--- src/rtl/j_img_pkg.sv ---
// Shared definitions for the image-pipeline address generators.
// Holds default counter/address widths and the raster scan state encoding.
package j_img_pkg;

    localparam int DIM_W_DEF  = 13;
    localparam int ADDR_W_DEF = 24;

    typedef enum logic [0:0] {
        IDLE = 1'b0,
        RUN  = 1'b1
    } scan_state_t;

endpackage : j_img_pkg

--- src/rtl/j_axis_counter.sv ---
// Single-axis modulo counter: counts 0..limit-1 on enable and wraps to 0.
// 'wrap' flags the enabled cycle in which the counter returns to zero.
module j_axis_counter #(
    parameter int DIM_W = 13
) (
    input  logic             clk,
    input  logic             n_rst,
    input  logic             clear,
    input  logic             enable,
    input  logic [DIM_W-1:0] limit,
    output logic [DIM_W-1:0] count,
    output logic             last,
    output logic             wrap
);

    logic [DIM_W-1:0] count_q;
    logic [DIM_W-1:0] count_d;

    assign last  = (count_q == (limit - DIM_W'(1)));
    assign wrap  = enable & last;
    assign count = count_q;

    // Next count: clear wins, then wrap-or-increment on enable
    always_comb begin
        count_d = count_q;
        if (clear) begin
            count_d = '0;
        end else if (enable) begin
            if (last) begin
                count_d = '0;
            end else begin
                count_d = count_q + DIM_W'(1);
            end
        end else begin
            count_d = count_q;
        end
    end

    // Count register
    always_ff @(posedge clk or negedge n_rst) begin
        if (!n_rst) begin
            count_q <= '0;
        end else begin
            count_q <= count_d;
        end
    end

endmodule : j_axis_counter

--- src/rtl/j_frame_scan_counter.sv ---
// 2-D raster scan counter producing (col,row) and a linear pixel address.
// Row starts are tracked by accumulating pitch, so no multiplier is needed.
module j_frame_scan_counter
    import j_img_pkg::*;
#(
    parameter int DIM_W  = DIM_W_DEF,
    parameter int ADDR_W = ADDR_W_DEF
) (
    input  logic              clk,
    input  logic              n_rst,
    input  logic              clear,
    input  logic              start,
    input  logic [DIM_W-1:0]  cfg_width,
    input  logic [DIM_W-1:0]  cfg_height,
    input  logic [ADDR_W-1:0] cfg_pitch,
    input  logic [ADDR_W-1:0] cfg_base,
    input  logic              advance,
    output logic              busy,
    output logic [DIM_W-1:0]  col,
    output logic [DIM_W-1:0]  row,
    output logic [ADDR_W-1:0] addr,
    output logic              col_last,
    output logic              frame_last,
    output logic              row_done,
    output logic              frame_done,
    output logic              cfg_err
);

    scan_state_t       state_q;
    scan_state_t       state_d;

    logic [DIM_W-1:0]  width_q,  width_d;
    logic [DIM_W-1:0]  height_q, height_d;
    logic [ADDR_W-1:0] pitch_q,  pitch_d;
    logic [ADDR_W-1:0] base_q,   base_d;
    logic [ADDR_W-1:0] addr_q,   addr_d;
    logic [ADDR_W-1:0] row_base_q, row_base_d;
    logic              row_done_q,   row_done_d;
    logic              frame_done_q, frame_done_d;
    logic              cfg_err_q,    cfg_err_d;

    logic              dims_ok;
    logic              start_ok;
    logic              step;
    logic              cnt_clear;
    logic              col_last_raw;
    logic              col_wrap;
    logic              row_last_raw;
    logic              row_wrap;

    assign dims_ok   = (cfg_width != DIM_W'(0)) & (cfg_height != DIM_W'(0));
    assign start_ok  = ~busy & start & dims_ok;
    assign step      = busy & advance & ~clear;
    assign cnt_clear = clear | start_ok;

    j_axis_counter #(.DIM_W(DIM_W)) u_col_cnt (
        .clk    (clk),
        .n_rst  (n_rst),
        .clear  (cnt_clear),
        .enable (step),
        .limit  (width_q),
        .count  (col),
        .last   (col_last_raw),
        .wrap   (col_wrap)
    );

    // The row axis only moves when the column axis rolls over
    j_axis_counter #(.DIM_W(DIM_W)) u_row_cnt (
        .clk    (clk),
        .n_rst  (n_rst),
        .clear  (cnt_clear),
        .enable (col_wrap),
        .limit  (height_q),
        .count  (row),
        .last   (row_last_raw),
        .wrap   (row_wrap)
    );

    assign col_last   = busy & col_last_raw;
    assign frame_last = col_last & row_last_raw;

    // FSM state register
    always_ff @(posedge clk or negedge n_rst) begin
        if (!n_rst) begin
            state_q <= IDLE;
        end else begin
            state_q <= state_d;
        end
    end

    // FSM next state; clear overrides everything
    always_comb begin
        state_d = state_q;
        if (clear) begin
            state_d = IDLE;
        end else begin
            case (state_q)
                IDLE: begin
                    if (start_ok) begin
                        state_d = RUN;
                    end else begin
                        state_d = IDLE;
                    end
                end
                RUN: begin
                    if (advance & frame_last) begin
                        state_d = IDLE;
                    end else begin
                        state_d = RUN;
                    end
                end
                default: state_d = IDLE;
            endcase
        end
    end

    // FSM outputs
    always_comb begin
        busy = 1'b0;
        case (state_q)
            IDLE:    busy = 1'b0;
            RUN:     busy = 1'b1;
            default: busy = 1'b0;
        endcase
    end

    // Config latch, address accumulators and pulse generation
    always_comb begin
        width_d      = width_q;
        height_d     = height_q;
        pitch_d      = pitch_q;
        base_d       = base_q;
        addr_d       = addr_q;
        row_base_d   = row_base_q;
        row_done_d   = 1'b0;
        frame_done_d = 1'b0;
        cfg_err_d    = 1'b0;
        if (clear) begin
            addr_d     = '0;
            row_base_d = '0;
        end else if (!busy) begin
            if (start_ok) begin
                width_d    = cfg_width;
                height_d   = cfg_height;
                pitch_d    = cfg_pitch;
                base_d     = cfg_base;
                addr_d     = cfg_base;
                row_base_d = cfg_base;
            end else begin
                cfg_err_d = start;
            end
        end else if (advance) begin
            row_done_d = col_last;
            if (frame_last) begin
                frame_done_d = 1'b1;
                addr_d       = '0;
                row_base_d   = '0;
            end else if (col_last) begin
                addr_d     = row_base_q + pitch_q;
                row_base_d = row_base_q + pitch_q;
            end else begin
                addr_d = addr_q + ADDR_W'(1);
            end
        end else begin
            addr_d = addr_q;
        end
    end

    // Datapath registers
    always_ff @(posedge clk or negedge n_rst) begin
        if (!n_rst) begin
            width_q      <= '0;
            height_q     <= '0;
            pitch_q      <= '0;
            base_q       <= '0;
            addr_q       <= '0;
            row_base_q   <= '0;
            row_done_q   <= 1'b0;
            frame_done_q <= 1'b0;
            cfg_err_q    <= 1'b0;
        end else begin
            width_q      <= width_d;
            height_q     <= height_d;
            pitch_q      <= pitch_d;
            base_q       <= base_d;
            addr_q       <= addr_d;
            row_base_q   <= row_base_d;
            row_done_q   <= row_done_d;
            frame_done_q <= frame_done_d;
            cfg_err_q    <= cfg_err_d;
        end
    end

    assign addr       = addr_q;
    assign row_done   = row_done_q;
    assign frame_done = frame_done_q;
    assign cfg_err    = cfg_err_q;

    logic unused_row_wrap;
    assign unused_row_wrap = row_wrap;

endmodule : j_frame_scan_counter

--- config.mk ---
export PLATFORM = sky130hd
export DESIGN_NAME = j_frame_scan_counter
export DESIGN_NICKNAME = d
export VERILOG_FILES = /design/src/rtl/j_img_pkg.sv /design/src/rtl/j_axis_counter.sv /design/src/rtl/j_frame_scan_counter.sv
export SDC_FILE = /design/constraint.sdc
export NUM_CORES = 1
export LEC_CHECK = 0
export ABC_AREA = 0
export BUFFER_PORTS_ARGS = -buffer_cell sky130_fd_sc_hd__buf_2
export CAP_MARGIN = 20
export CORE_ASPECT_RATIO = 0.6
export CORE_MARGIN = 3
export CORE_UTILIZATION = 58
export DETAILED_ROUTE_END_ITERATION = 10
export GPL_TIMING_DRIVEN = 0
export HOLD_SLACK_MARGIN = 0.03
export PLACE_DENSITY_LB_ADDON = 0.2
export SYNTH_ARGS = -nofsm -noshare
export SYNTH_HDL_FRONTEND = slang
export SYNTH_HIERARCHICAL = 1
export SYNTH_SLANG_ARGS = --single-unit
--- constraint.sdc ---
create_clock -name clk -period 5.4 [get_ports clk]
set_clock_uncertainty 0.15 [all_clocks]
set_input_delay 0.27 -clock clk [delete_from_list [all_inputs] [get_ports clk]]
set_output_delay 0.27 -clock clk [all_outputs]
set_load 0.02 [all_outputs]
## After elaboration in Yosys (flattened, before gate mapping)

Index checks and enable logic that the tools add are counted.

- Add/sub/neg operators: 6
- Equality and inequality tests: 4
- Multiplexer cells: 32
- Bitwise logic cells: 13
- Reductions and logical operators: 8

Operator list:

| cell | count |
|---|---|
| $mux W24 | 11 |
| $mux W13 | 6 |
| $add A13 B1 Y13 const B | 2 |
| $eq A13 B13 Y1 | 2 |
| $reduce_bool A13 Y1 | 2 |
| $sub A13 B1 Y13 const B | 2 |
| $add A24 B1 Y24 const B | 1 |
| $add A24 B24 Y24 | 1 |
| $mux W1 | 13 |
| $and A1 B1 Y1 | 9 |
| $reduce_and A3 Y1 | 2 |
| $ne A4 B2 Y1 const B | 1 |
| $pmux W1 S2 | 2 |
| $reduce_bool A2 Y1 | 2 |
| $ne A3 B3 Y1 const B | 1 |
| $not A1 Y1 | 3 |
| $reduce_bool A3 Y1 | 1 |
| $reduce_and A2 Y1 | 1 |
| $or A1 B1 Y1 | 1 |

- Bits in registers: 128
- Bits of input ports: 79
- Output and inout port bits: 56
- Logic and storage cells: 74

## Logic depth before layout (Yosys ltp)

- Depth in word-level cells: 8
- Mapped depth: 17
- Depth with buffers taken out: 14

## Modules after synthesis

The synthesis kept the hierarchy.

Modules (own cells, without submodules):

| module | instances | cells an instance | area an instance (um^2) | sequential area each (um^2) |
|---|---|---|---|---|
| j_frame_scan_counter | 1 | 626 | 6155.9 | 2552.4 |
| j_axis_counter (u_col_cnt) | 1 | 149 | 1265.0 | 325.3 |
| j_axis_counter (u_row_cnt) | 1 | 144 | 1187.4 | 325.3 |

## Worst setup path before layout

Ideal clock, no wire load.

- Path kind: flip-flop to flip-flop
- Start: register width_q[3]
- End: register row_base_q[17]
- Setup time: 0.126 ns
- Arrival time: 3.803 ns
- Data required time: 5.124 ns
- Path slack: 1.321 ns
- Stages on the path, launching flop included: 16
- Path buffers: 4
- Cell sequence: dfrtp_1 buf_6 or4_4 or4_4 a21oi_2 o2bb2ai_4 nor4_1 clkbuf_1 nand2_1 nor2_1 or2_2 clkbuf_1 or2_1 buf_2 nor2_1 a221o_1

- Longest elaborated chain between the ends: 8
- Elaborated cells between the ends (all ways): 10
- Classes of those cells: add/sub: 1; eq/ne: 2; mux: 4; bitwise: 2; reduce/logical: 1

RTL lines:

| item | RTL line | source |
|---|---|---|
| from (decl) | j_frame_scan_counter.sv:32 | `logic [DIM_W-1:0] width_q, width_d;` |
| from (signal assigned) | j_frame_scan_counter.sv:182 | `width_q <= width_d;` |
| $sub A13 B1 Y13 * | j_axis_counter.sv:19 | `assign last = (count_q == (limit - DIM_W'(1)));` |
| $eq A13 B13 Y1 * | j_axis_counter.sv:19 |  |
| net col_last_raw | j_frame_scan_counter.sv:46 | `logic col_last_raw;` |
| $and A1 B1 Y1 * | j_frame_scan_counter.sv:79 | `assign col_last = busy & col_last_raw;` |
| $and A1 B1 Y1 * | j_frame_scan_counter.sv:80 | `assign frame_last = col_last & row_last_raw;` |
| net frame_last | j_frame_scan_counter.sv:23 | `output logic frame_last,` |
| $mux W24 | j_frame_scan_counter.sv:154 | `if (frame_last) begin` |
| $mux W24 | j_frame_scan_counter.sv:152 | `end else if (advance) begin` |
| $mux W24 | j_frame_scan_counter.sv:141 | `end else if (!busy) begin` |
| $mux W24 | j_frame_scan_counter.sv:138 | `if (clear) begin` |
| to (signal assigned) | j_frame_scan_counter.sv:187 | `row_base_q <= row_base_d;` |
| to (decl) | j_frame_scan_counter.sv:37 | `logic [ADDR_W-1:0] row_base_q, row_base_d;` |

Mark *: on every way through the listed nets, which the timed path passes. The rest lies on a longest branch. The select of a mux whose other input is x is not followed.
A chain may end at the register's enable or synchronous reset.

## Final worst setup path

- Start: register height_q[0]
- End: register addr_q[23], in the netlist addr[23]

- Longest elaborated chain between the ends: 7

RTL lines:

| item | RTL line | source |
|---|---|---|
| from (decl) | j_frame_scan_counter.sv:33 | `logic [DIM_W-1:0] height_q, height_d;` |
| from (signal assigned) | j_frame_scan_counter.sv:183 | `height_q <= height_d;` |
| $sub A13 B1 Y13 | j_axis_counter.sv:19 |  |
| $eq A13 B13 Y1 | j_axis_counter.sv:19 |  |
| net row_last_raw | j_frame_scan_counter.sv:48 | `logic row_last_raw;` |
| $and A1 B1 Y1 | j_frame_scan_counter.sv:80 |  |
| $mux W24 | j_frame_scan_counter.sv:154 |  |
| $mux W24 | j_frame_scan_counter.sv:152 |  |
| $mux W24 | j_frame_scan_counter.sv:141 |  |
| $mux W24 | j_frame_scan_counter.sv:138 |  |
| to (signal assigned) | j_frame_scan_counter.sv:186 | `addr_q <= addr_d;` |
| to (decl) | j_frame_scan_counter.sv:36 | `logic [ADDR_W-1:0] addr_q, addr_d;` |

The timed path passes the listed nets, and every way through them passes these cells. The select of a mux whose other input is x is not followed.

==> flow_metrics.py <==
metrics = {
    "grt": {
        "grtUsageMet2": 0.467,
        "grt_pass1_vias": 7777,
        "gr-total-overflow": 0,
        "grt_usage": 0.332,
        "grt_max_degree": 79,
        "met3_usage": 0.0936,
        "met1_usage": 0.509,
        "grt_pass1_wl_um": 42300,
        "busiest_layer": "met1",
        "antenna_found_initial": 0,
    },
    "run_status": {
        "run_status": "complete, no violations",
    },
    "floorplanning": {
        "rows": 33,
        "die_x_um": 163,
        "start_util": 0.611,
        "core_um2": 14100,
        "die-area_um2": 16400,
        "fp.dieH_um": 100,
        "io_pins": 135,
    },
    "cts": {
        "clock-sinks": 128,
        "clk_latency_ns": 0.42,
        "cts_tree": "built",
        "root_buffer": "clkbuf_16",
        "post_cts_buffers": 0,
        "cts_buffer_depth": 2,
        "cts.clk_slew.worst_paths_ns": 0.06,
        "cts.htree.levels": 4,
        "cts_made_buffers": 17,
    },
    "critical_path": {
        "crit_required_ns": 5.54,
        "cp_cell_sequence": "inv_1, ha_1, nor3b_2, a21boi_0, o31ai_1, nand4_1, nor3_1, inv_1, nor2_1, or2_2, clkbuf_1, nor2_2, nand2_2, o32ai_1, a211o_1",
        "worstSetupPathType": "flop to flop",
        "cp_common_cell": "inv_1",
        "slowest_delay_ns": 0.77,
        "worst_setup_path_end_kind": "flop",
        "worstPathArrival_ns": 5.21,
        "startpoint_type": "flop",
        "critPathSlowestCell": "nor3_1",
        "critPathMaxFanout": 10,
    },
    "pwr": {
        "netSwitchingFraction": 0.349,
        "irDropWorstVdd_uv": 202,
        "share_seq_of_total_power": 0.338,
        "comb_power_share": 0.317,
        "p_per_area_nw_per_um2": 339,
        "leakagePower_nw": 4.81,
        "pwr-share-clk": 0.344,
        "p_int_mw": 2.38,
        "switchingPower_mw": 1.27,
    },
    "routing": {
        "drc_errors": 0,
        "ant_nets": 0,
        "drt_iter0_drc": 1026,
        "wl_per_cell_um": 20.2,
        "totalWireLength_um": 27000,
        "first_pass_iters": 6,
        "vias_per_cell": 6.27,
        "via_count": 8357,
    },
    "hold_path": {
        "hold_class": "input pin to flop",
    },
    "timing": {
        "setup_ws_ns": 0.331,
        "min_period_over_period": 0.939,
        "tightest_slew_ns": 0.892,
        "slew_headroom": 0.401,
        "max_freq_mhz": 197,
        "hold-worst-slack_ns": 0.0422,
        "min_period_ns": 5.07,
        "hold_viol": 0,
        "rsz0062_at_grt": "false",
        "final_max_slew_viol_count": 0,
        "setup_viol": 0,
        "setup_tns_ns": 0,
    },
    "placement": {
        "gp_congestion": 0.942,
        "port_buffers": 134,
        "hpwl_um": 19600,
        "dp.cells": 1245,
        "place_ws_ns": 0.416,
    },
    "layout": {
        "nNetsFinal": 1236,
        "instances_no_fill": 1333,
        "syn_to_final_growth_pct": 25.1,
        "num-fill-cells": 1027,
        "n_antenna_cell": 0,
        "drive_above_1_share": 0.238,
        "final_core_util": 0.764,
    },
    "synth": {
        "ys_warn_count": 6,
        "postSynthCellCount": 918,
        "synth_fp_nets": 1026,
        "syn_area_um2": 8600,
        "avgSynthCellArea_um2": 9.37,
    },
    "job": {
        "max_cap_violations": 0,
    },
}
## path summary, 6_finish.rpt
kind	slack, ns	endpoint	cells past startpoint	start
min in group asynchronous	0.22	u_row_cnt/count[3]	2	n_rst
min	0.04	row_base_q[20]	3	cfg_base[20]
max reg2reg	0.33	addr[23]	15	height_q[0]
max	0.33	addr[23]	15	height_q[0]
max in group asynchronous	4.11	addr[6]	3	n_rst
min reg2reg	0.34	row_base_q[14]	1	row_base_q[14]
## worst max-delay path, delay by kind of cell, from the launching register on
kind | cells | cell delay [ns]
flops | 1 | 0.44
buf+inv | 3 | 0.90
compound gates | 4 | 0.95
fa+ha+maj | 1 | 0.18
simple gates | 7 | 2.33
## layer usage
metal / vias up / routed length, um
li1: 3835 / -
met2: 481 / 11000
met4: 0 / 322
met5: - / 0
met1: 4007 / 12400
met3: 34 / 3300
## power groups by stage
stage	clock, mW	sequential, mW	combinational (mW)
after CTS	1.25	1.23	1.12
after floorplan	0	1.23	0.771
final	1.26	1.23	1.16
after global placement	0	1.24	1.06
after detailed placement	0	1.24	1.08
after global routing	1.31	1.25	1.26
## stage by stage
step                      power, mW  area [um^2]
after floorplan                2.00         8600
after global placement         2.30         9510
after detailed placement       2.32         9550
after CTS                      3.60        10700
after global routing           3.81        10800
final                          3.65        10800
## layout by cell type, fill, tap and decap left out, types with 17 or more instances in the layout
master and instances:
clkbuf_16 17, buf_2 142, ha_1 28, xor2_1 34, o21ai_0 50, nand3_1 31
and3_1 23, nor2_1 61, clkbuf_1 26, nand4_1 19, dfrtp_1 128, nor3_1 25
mux2_2 51, a21oi_1 46, dlygate4sd3_1 56, inv_1 25, xnor2_1 44, nor4_1 23
nand2_1 76
## registers in the layout (all words and copies together) (netlist names)
signal	flops
addr	24
cfg_err	1
frame_done	1
height_q	13
pitch_q	24
row_base_q	24
row_done	1
state_q	1
u_col_cnt/count	13
u_row_cnt/count	13
width_q	13
## layout make-up
class                   instances  area, um^2  share of cell area
clock inverters                12         183              0.0170
well taps                     192         240              0.0223
flip-flops and latches        128        3200               0.298
inverters                      26        97.6             0.00907
multi-input cells             722        5120               0.476
repair buffers                191        1260               0.118
clock buffers                  20         457              0.0424
plain buffers                  42         191              0.0178
## what timing repair did
item                                    CTS  global route
endpoints found under the hold margin   106             0
resized for setup                         0             3
hold buffers                             56             0
endpoints found under the setup margin    0             5
(Power assumes the default switching activity.)
